<file path="src/rtl/complex_mult_s8.sv">
// Two-stage pipelined signed complex multiplier: (a1 + j*b1) * (a2 + j*b2).
// Stage 1 registers the four full-precision products, stage 2 the combined, range-limited results.
module complex_mult_s8 #(
   parameter int DATA_W   = 8,
   parameter int OUT_W    = 8,
   parameter bit SATURATE = 1'b1
) (
   input  logic                     clk,
   input  logic                     rst_n,
   input  logic signed [DATA_W-1:0] a1,
   input  logic signed [DATA_W-1:0] b1,
   input  logic signed [DATA_W-1:0] a2,
   input  logic signed [DATA_W-1:0] b2,
   output logic signed [OUT_W-1:0]  res_re,
   output logic signed [OUT_W-1:0]  res_im
);

   localparam int PW = 2 * DATA_W;
   localparam int SW = PW + 1;
   localparam logic signed [SW-1:0] MAX_V = SW'((1 << (OUT_W - 1)) - 1);
   localparam logic signed [SW-1:0] MIN_V = ~MAX_V;

   logic signed [PW-1:0] p_aa;
   logic signed [PW-1:0] p_bb;
   logic signed [PW-1:0] p_ab;
   logic signed [PW-1:0] p_ba;
   logic signed [SW-1:0] sum_re;
   logic signed [SW-1:0] sum_im;

   function automatic logic signed [OUT_W-1:0] fit(input logic signed [SW-1:0] v);
      if (SATURATE && (v > MAX_V))
         return MAX_V[OUT_W-1:0];
      else if (SATURATE && (v < MIN_V))
         return MIN_V[OUT_W-1:0];
      else
         return v[OUT_W-1:0];
   endfunction

   always_ff @(posedge clk) begin
      if (!rst_n) begin
         p_aa <= '0;
         p_bb <= '0;
         p_ab <= '0;
         p_ba <= '0;
      end else begin
         p_aa <= a1 * a2;
         p_bb <= b1 * b2;
         p_ab <= a1 * b2;
         p_ba <= b1 * a2;
      end
   end

   // One guard bit above the product width keeps the sum and difference exact.
   always_comb begin
      sum_re = {p_aa[PW-1], p_aa} - {p_bb[PW-1], p_bb};
      sum_im = {p_ab[PW-1], p_ab} + {p_ba[PW-1], p_ba};
   end

   always_ff @(posedge clk) begin
      if (!rst_n) begin
         res_re <= '0;
         res_im <= '0;
      end else begin
         res_re <= fit(sum_re);
         res_im <= fit(sum_im);
      end
   end

endmodule

</file>
<file path="config.mk">
export PLATFORM = sky130hd
export DESIGN_NAME = complex_mult_s8
export DESIGN_NICKNAME = d
export VERILOG_FILES = /design/src/rtl/complex_mult_s8.sv
export SDC_FILE = /design/constraint.sdc
export NUM_CORES = 1
export LEC_CHECK = 0
export ABC_AREA = 1
export CORE_ASPECT_RATIO = 0.8
export CORE_UTILIZATION = 60
export CTS_CLUSTER_DIAMETER = 60
export DETAILED_ROUTE_END_ITERATION = 16
export PLACE_DENSITY = 0.85
export RECOVER_POWER = 25
export SLEW_MARGIN = 20
export SYNTH_ARGS = -nofsm -noshare
export SYNTH_HDL_FRONTEND = slang
export SYNTH_SLANG_ARGS = --single-unit
</file>
<file path="constraint.sdc">
create_clock -name clk -period 8.3 [get_ports clk]
set_clock_uncertainty 0.2 [all_clocks]
set_input_delay 1.66 -clock clk [delete_from_list [all_inputs] [get_ports clk]]
set_output_delay 1.66 -clock clk [all_outputs]
set_load 0.005 [all_outputs]
</file>
==> impl_metrics.json <==
{
  "max_cap_violations": 1,
  "grt_pass1_vias": 12200,
  "end_kind": "flop",
  "worstHoldPathCells": 4,
  "first_pass_iters": 7,
  "tightest_slew_ns": 2.73,
  "num_antenna_cells": 0,
  "fin_nets": 2464,
  "synth_cell_types": 38,
  "grt_usage_pct": 28.7,
  "cts_setup_buffers": 0,
  "gr-total-overflow": 0,
  "synth_top_cell_area_share_pct": 30.3,
  "gp_congestion": 0.905,
  "synth_xor_xnor_area_share_pct": 2.20,
  "grt_max_degree": 61,
  "cts_max_level": 3,
  "crit_required_ns": 8.39,
  "dieArea_mm2": 0.0251,
  "syn2layout_area_growth_pct": 6.57,
  "synth_edf_count": 0,
  "synthMuxAreaShare_pct": 0,
  "hold_start": "p_bb[0]",
  "ant_nets": 0,
  "path_delay_family": "adder cells",
  "cp_num_buf_inv": 6,
  "status": "finished, violations left",
  "yosysTopAreaCell": "fa_1",
  "drc": 0,
  "critical_path_class": "input port to flop",
  "rsz0062_at_grt": "false",
  "viasPerCell": 5.19,
  "arrival_ns": 6.74,
  "synthSimpleGateAreaFrac_pct": 19.1,
  "antenna_found_initial": 0,
  "numCtsBuffers": 9,
  "tns_ns": 0,
  "dieHeight_um": 142,
  "wl_per_cell_um": 14.2,
  "synthesis.nets": 2464,
  "synth_compound_area_share_pct": 6.79,
  "powerDensity_mw_per_mm2": 312,
  "cts_max_path_buffers": 2,
  "ir_worst_vdd_v": 0.000193,
  "netlist_instances": 2060,
  "io_pins": 50,
  "post_dp_cell_area_mm2": 0.0153,
  "final_hold_viol_count": 0,
  "min_to": "res_re[0]",
  "port_buffers": 49,
  "grt_pass1_wl_um": 57300,
  "r2r_cells": 12,
  "crit_top_cell": "inv_1",
  "synth_top_family_by_area": "adder cells",
  "drtIter0Drc": 990,
  "clk_pin_slew_ns": 0.06,
  "rows": 50,
  "avgSynthCellArea_um2": 7.12,
  "yosys_register_bits": 80,
  "via_count": 12300,
  "startpoint_type": "input port",
  "crit_path_max_fanout": 16,
  "ys.flop_type": "dfxtp_1",
  "ctsResizeCount": 0,
  "timing.rr.end": "res_im[7]",
  "synth_warnings": 0,
  "cts_tree": "yes",
  "hold_buffers": 0,
  "seq_area_frac_synth_pct": 10.9,
  "r2r-start": "p_ab[0]",
  "slowest_stage": "clkdlybuf4s50_1",
  "worst_slew_margin_rel_pct": -82.3,
  "finalCritPeriodShare_pct": 80.2,
  "fmaxAchievable_mhz": 150,
  "min_path_type": "flop to flop",
  "design_area_mm2": 0.0156,
  "dp_hpwl_um": 27500,
  "r2r_slack_ns": 5.53,
  "p_leak_uw": 0.00958,
  "violations": "max-capacitance violations, max-slew violations",
  "wirelength_um": 33700,
  "cts_sinks": 80,
  "synth_async_sr_flop_share_pct": 0,
  "synthAdderAreaFrac_pct": 42.9,
  "worstPathCellList": "clkdlybuf4s50_1, nand2_1, inv_1, fa_1, inv_1, fa_1, inv_1, fa_1, inv_1, fa_1, inv_1, ha_1, nand4_1, nor4_1, nor2_1, nand3_1, nand2_1, nor2_1",
  "clk_latency_ns": 0.36,
  "slew_violations": 61,
  "netlist_area_mm2": 0.0147,
  "chipWidth_um": 177,
  "initial_core_util_pct": 61.8,
  "netlist_top_cells_area": "fa_1 30%, inv_1 16%, nand2_1 13%",
  "core_mm2": 0.0237,
  "fin_crit_ns": 6.65,
  "setup-violations-final": 0,
  "layout-drive-gt1-share_pct": 2.13,
  "cts_root_buffer": "clkbuf_16",
  "cpPeakStageDelay_ns": 0.88
}
==> worst max-delay path by stage <==
stage / depth (start not counted) / start / slack (ns) / to
after CTS: 18 / a2[2] / 1.79 / p_ba[15]
final: 18 / a2[2] / 1.65 / p_ba[15]
after floorplan: 17 / b1[1] / 2.43 / p_ba[13]
after global routing: 15 / a2[2] / 1.41 / p_aa[15]
after global placement: 18 / a2[2] / 1.60 / p_ba[15]
after detailed placement: 15 / a2[2] / 1.45 / p_aa[15]
==> logic make-up (layout without fill, tap and decap cells) <==
kind of cell,Yosys count,count (layout)
buffers and inverters,704,709
and+or+nand+nor,692,692
adders and majority gates,370,370
AOI/OAI and AO/OA,178,178
DFF,80,80
xor gates and xnor gates,36,36
==> state kept, by name, indices dropped and copies added (netlist names) <==
signal  cells
p_bb       16
p_aa       16
p_ab       16
res_im      8
res_re      8
p_ba       16
==> report_power, final <==
part           switching, µW  internal, µW
clock                    178           245
sequential              53.6           541
combinational           2430          1430
total                   2660          2210
==> layout by cell type (no fill, tap or decap), drive strengths merged, types with 10 or more instances in the layout <==
| master | instances |
|---|---|
| nand3 | 48 |
| o21ai | 45 |
| xor2 | 17 |
| nor2 | 93 |
| nor3 | 14 |
| dlygate4sd3 | 10 |
| a21oi | 99 |
| xnor2 | 19 |
| nand2 | 507 |
| ha | 148 |
| clkbuf | 11 |
| nand4 | 14 |
| fa | 222 |
| inv | 641 |
| dfxtp | 80 |
| clkdlybuf4s50 | 38 |
==> worst register-to-register path: stages (launching register included) <==
cell,delay [ns]
dfxtp_1,0.32
ha_1,0.23
fa_1,0.42
nand2_1,0.13
a21oi_2,0.09
nand3_1,0.12
nand3_1,0.15
a21oi_2,0.16
xor2_1,0.41
inv_2,0.05
nand2_1,0.22
nand2_1,0.08
nor2_1,0.15
==> area by class of cell <==
type,count,area [µm²]
Tap cell,312,390
Clock inverter,6,73.8
Sequential cell,80,1600
Inverter,639,2400
Timing Repair Buffer,54,519
Fill cell,1958,8080
Multi-Input combinational cell,1276,10400
Clock buffer,10,239
==> stage by stage <==
stage / worst slack (ns) / hold slack (ns) / power [µW] / std cells / util (%)
finish: 1.65 / 0.412 / 4880 / 2377 / 65.9
detailed placement: 1.45 / 0.405 / 4400 / 2361 / 64.6
global route: 1.41 / 0.473 / 5460 / 2377 / 65.9
CTS: 1.79 / 0.415 / 4860 / 2377 / 65.9
floorplan: 2.43 / 0.369 / 3520 / 2060 / -
global placement: 1.60 / 0.402 / 4260 / 2361 / 64.6
==> cell usage after synthesis, drive strengths merged (2+ instances only) <==
cell type / number
nand4: 14
o21ai: 45
o211ai: 2
o31ai: 3
a21boi: 2
o21bai: 7
xnor2: 19
nand2: 507
a31oi: 9
ha: 148
nand3: 48
o2111ai: 3
a21oi: 99
and2: 4
nor4: 2
xor2: 17
clkbuf: 61
nor2: 93
buf: 4
nand3b: 4
a21o: 5
dfxtp: 80
or2: 6
fa: 222
inv: 639
nor3: 14
==> per-layer routing <==
layer  wire (µm)  track usage, %  part of all wire [%]  up-vias
met3        3320            7.21                   9.9       42
met4         520            7.12                   1.5        0
met2       15000            44.9                    45      516
met5           0               0                     0        -
met1       14900            39.9                    44     5827
li1            -               -                     -     5958
Note: power is estimated with default switching activity, not from simulation.
